$ cat src/rtl/riscv_pkg.sv
// Shared fetch-side definitions: FSM state encoding, datapath widths and opcode constants.
// Imported by fetch_unit.
package riscv_pkg;

  typedef enum logic [1:0] {
    FETCH = 2'd0,
    WAIT  = 2'd1,
    HOLD  = 2'd2,
    ERR   = 2'd3
  } fetch_state_t;

  localparam int          INSTR_W    = 32;
  localparam logic [31:0] PC_STEP    = 32'd4;
  localparam logic [6:0]  OPC_BRANCH = 7'b1100011;

endpackage

$ cat src/rtl/fetch_unit.sv
// Single-outstanding instruction fetcher: FETCH -> WAIT -> HOLD, 3 cycles per instr at 1-cycle memory latency.
// Holds the instruction until decode takes it (instr_valid & instr_ready); errors are sticky until reset.
module fetch_unit
  import riscv_pkg::*;
#(
  parameter logic [31:0] RESET_PC = 32'h0000_0000,
  parameter int          TIMEOUT  = 16
) (
  input  logic               clk,
  input  logic               rst,
  output logic               imem_req,
  output logic [31:0]        imem_addr,
  input  logic               imem_rvalid,
  input  logic [31:0]        imem_rdata,
  output logic [31:0]        instr_out,
  output logic               instr_valid,
  input  logic               instr_ready,
  output logic [31:0]        pc_out,
  input  logic               redirect,
  input  logic signed [31:0] redirect_imm,
  output logic               fetch_err
);

  localparam int CNT_W = $clog2(TIMEOUT + 1);

  fetch_state_t       state, state_nxt;
  logic [INSTR_W-1:0] pc, pc_nxt;
  logic [INSTR_W-1:0] instr_q, instr_nxt;
  logic [INSTR_W-1:0] target;
  logic [CNT_W-1:0]   wait_cnt, cnt_nxt;

  always_ff @(posedge clk or posedge rst) begin
    if (rst) begin
      state    <= FETCH;
      pc       <= RESET_PC;
      instr_q  <= '0;
      wait_cnt <= '0;
    end else begin
      state    <= state_nxt;
      pc       <= pc_nxt;
      instr_q  <= instr_nxt;
      wait_cnt <= cnt_nxt;
    end
  end

  always_comb begin
    state_nxt = state;
    pc_nxt    = pc;
    instr_nxt = instr_q;
    cnt_nxt   = wait_cnt;
    target    = pc + $unsigned(redirect_imm);
    case (state)
      FETCH: begin
        state_nxt = WAIT;
        cnt_nxt   = '0;
      end
      WAIT: begin
        if (imem_rvalid) begin
          instr_nxt = imem_rdata;
          state_nxt = HOLD;
        end else begin
          cnt_nxt = wait_cnt + 1'b1;
          // wait_cnt counts completed empty WAIT cycles; this one is the TIMEOUT-th
          if (wait_cnt == CNT_W'(TIMEOUT - 1)) state_nxt = ERR;
        end
      end
      HOLD: begin
        if (instr_ready) begin
          if (!redirect) begin
            pc_nxt    = pc + PC_STEP;
            state_nxt = FETCH;
          end else if (target[1:0] == 2'b00) begin
            pc_nxt    = target;
            state_nxt = FETCH;
          end else begin
            // misaligned branch target: keep the faulting pc visible on pc_out
            state_nxt = ERR;
          end
        end
      end
      ERR:     state_nxt = ERR;
      default: state_nxt = ERR;
    endcase
  end

  // gated with rst so no request escapes while reset is held
  assign imem_req    = (state == FETCH) && !rst;
  assign imem_addr   = pc;
  assign instr_out   = instr_q;
  assign instr_valid = (state == HOLD);
  assign pc_out      = pc;
  assign fetch_err   = (state == ERR);

endmodule

$ cat config.mk
export PLATFORM = sky130hd
export DESIGN_NAME = fetch_unit
export DESIGN_NICKNAME = d
export VERILOG_FILES = /design/src/rtl/riscv_pkg.sv /design/src/rtl/fetch_unit.sv
export SDC_FILE = /design/constraint.sdc
export NUM_CORES = 1
export LEC_CHECK = 0
export CORE_ASPECT_RATIO = 0.8
export CORE_UTILIZATION = 52
export DETAILED_ROUTE_END_ITERATION = 8
export PLACE_DENSITY = 0.9
export SLEW_MARGIN = 0
export SYNTH_ARGS = -nofsm -noshare
export SYNTH_HDL_FRONTEND = slang
export SYNTH_SLANG_ARGS = --single-unit
export TNS_END_PERCENT = 30
$ cat constraint.sdc
create_clock -name clk -period 6.2 [get_ports clk]
set_clock_uncertainty 0.1 [all_clocks]
set_input_delay 0.62 -clock clk [delete_from_list [all_inputs] [get_ports clk]]
set_output_delay 0.62 -clock clk [all_outputs]
set_load 0.02 [all_outputs]
==> summary.txt <==
Timing
  • Worst setup margin: 2.47 ns
  • Finish-stage setup viols: 0
  • Tmin final: 3.73 ns
  • Final hold violation count: 0
  • Slew headroom: 41.4%
  • Max Clk Rate: 268 MHz
  • Worst hold slack: 0.402 ns
  • Unrepaired setup endpoints after global routing: false
  • Slew Viols, Final: 0
  • Transition time of the tightest slew-check pin: 0.877 ns
  • Setup TNS: 0 ns
  • Tcrit/Tclk final: 60.1%

Synthesis
  • Top cell type's share of synthesized area: 32.7%
  • XOR/XNOR Fraction of Synth Area: 2.90%
  • Largest family of logic cells by synthesized area: compound AO/OA/AOI/OAI gates
  • Synth Flop Type: dfrtp_1
  • Register area share after synthesis: 32.7%
  • Synth Area in Compound Gates: 23.1%
  • Synth warnings: 0
  • Post-synthesis cell type count: 65
  • Synth area leader: dfrtp_1
  • Async S/R FF share, synth: 100%
  • Simple-gate portion of the synthesized area: 18.4%
  • Post-synth EDFFs: 0
  • Synth Net Count: 731
  • Syn Inst Count: 627
  • Post-Syn Area: 5440 um^2
  • Flops & latches, synth: 71
  • Synth area leaders: dfrtp_1 (33%), ha_1 (7.8%), mux2_2 (6.8%)
  • Post-synthesis mux area share: 7.20%
  • Mean Syn Cell Area: 8.68 um^2
  • Most common cell in the synthesized netlist: dfrtp_1
  • Synth Area in Adders: 8.19%
  • Commonest cells post-synth: dfrtp_1 (71), a21oi_1 (61), nor2_1 (56), o21ai_0 (43), nand2_1 (39)

Detailed routing
  • DRC violation count after routing: 0
  • Drt wl/cell: 18.5 um
  • DRT antenna net count: 0
  • Starting DRT DRC Count: 541
  • Vias: 5458
  • DR pass1 iterations: 5
  • Avg Vias per Cell: 6.13
  • Post-Route WL: 16.4 mm

Die
  • Ports: 168
  • Initial Util: 53.3%
  • Die W: 116 um
  • Die Height: 93.5 um
  • Die area: 10900 um^2
  • Core area: 10200 um^2
  • Std cell rows: 33

CTS
  • H-tree depth: 3
  • Clk pin slew, worst setup/hold paths: 0.06 ns
  • Clk_lat worst skew: 0.34 ns
  • Setup bufs post-CTS: 0
  • CTS Buffer Depth: 2
  • CTS Sinks: 71
  • CTS Hold Bufs: 0
  • CTS tree: yes
  • Number of gates resized after cts: 0
  • Inserted Clock Buffers: 9
  • Root Buffer: clkbuf_16

Final layout
  • Layout cells sized above 1: 8.79%
  • Fin area: 7310 um^2
  • Nets: 850
  • Antenna cells: 0
  • Final Instance Count excl. Fillers: 891
  • Area delta synth->final: 34.4%

Global routing
  • Largest net degree at the start of global routing: 52
  • Gr usage total: 30.1%
  • First-pass GRT wire length: 25.3 mm
  • Antenna violations before repair: 0
  • Vias in the first global route: 5054
  • Total congestion overflow: 0

Worst setup path
  • CP required: 6.37 ns
  • Worst setup path end: imem_addr[30]
  • Worst Setup End Kind: flop
  • Crit path DAT: 3.89 ns
  • Reg-to-reg startpoint: imem_addr[0]
  • R2R setup slack: 2.69 ns
  • Critical Path Source: redirect_imm[0]
  • WS Path Type: in -> reg
  • FF-to-FF path depth: 9
  • Startpoint types: input pin
  • R2R Path End: imem_addr[30]
  • Peak fanout along the critical path: 17

Status
  • Status: finished clean

Placed design
  • Dpl ws: 2.23 ns
  • Post-DP Area: 6960 um^2
  • Detailed placer's ending HPWL: 11.8 mm
  • RePlAce Congestion: 0.842
  • Port bufs: 167
  • Placed Cells: 875

Min path
  • Hold Crit Class: reg -> reg

Power and ir drop
  • PwrDens: 550 nW/um^2
  • VDD IR max: 322 uV
  • P_leak: 3.01 nW

Run
  • Max-cap violations: 0
## per-stage QoR
step | util, % | total power, W
after floorplan | - | 0.00250
after global placement | 68.2 | 0.00328
after detailed placement | 68.2 | 0.00335
after CTS | 71.7 | 0.00399
after global routing | 71.7 | 0.00424
final | 71.7 | 0.00402
## state kept, by name, summed over array words and instances (netlist names)
register   flops
imem_addr     32
wait_cnt       5
state          2
instr_out     32
## area by class of cell
type | count | area, um^2
Clock inverter | 7 | 128
Timing Repair Buffer | 170 | 1690
Clock buffer | 9 | 225
Inverter | 15 | 56.3
Multi-Input combinational cell | 479 | 3260
Tap cell | 140 | 175
Fill cell | 769 | 2890
Sequential cell | 71 | 1780
## cells in the final DEF (no fill, tap or decap), types with 7 or more instances in the layout
cell type	count
clkdlybuf4s50_1	167
and3_1	15
dfrtp_1	71
nand3_1	17
nand2_1	38
inv_1	14
xnor2_1	14
a31oi_1	7
and2_1	10
a21oi_1	61
o21ai_0	43
a21o_1	13
mux2_2	33
ha_1	34
nand2b_1	9
nand4_1	16
nor3_1	15
clkbuf_16	9
nor2_1	56
## worst max-delay path: stages
cell             delay (ns)
clkdlybuf4s50_1        0.46
ha_1                   0.18
fa_1                   0.41
o21ai_0                0.35
and3_1                 0.64
nand2_1                0.50
nor3b_1                0.38
nand2_1                0.10
nand4_1                0.12
a311o_1                0.13
## worst min path at each step
stage | end | from | depth (start not counted) | slack, ns
finish | wait_cnt[2] | wait_cnt[2] | 1 | 0.40
global route | instr_out[23] | instr_out[23] | 1 | 0.42
CTS | instr_out[2] | instr_out[2] | 1 | 0.40
detailed placement | instr_out[29] | instr_out[29] | 1 | 0.39
global placement | wait_cnt[4] | wait_cnt[4] | 2 | 0.37
floorplan | wait_cnt[4] | wait_cnt[4] | 2 | 0.35
## cells by family after synthesis
logic type | count (synthesis)
AO/OA/AOI/OAI | 193
XOR/XNOR | 18
adder cells (fa/ha/maj) | 35
buffers and inverters | 77
flip-flops | 71
multiplexers | 35
AND/OR/NAND/NOR | 198
## report_power, final
group / total (W) / leakage, nW / switching [W] / internal [W]
logic: 0.00244 / 1.98 / 0.00131 / 0.00113
clock network: 0.000616 / 0.173 / 0.000216 / 0.000399
registers: 0.000962 / 0.857 / 0.000280 / 0.000681
## layer usage
layer | GRT usage [%] | vias to the layer above | share of wire (%)
met5 | 0 | - | 0
met4 | 8.12 | 0 | 1.2
li1 | - | 2519 | -
met3 | 5.31 | 22 | 7.6
met1 | 40.1 | 2634 | 42
met2 | 50.0 | 283 | 49
Note: power is estimated with default switching activity, not from simulation.
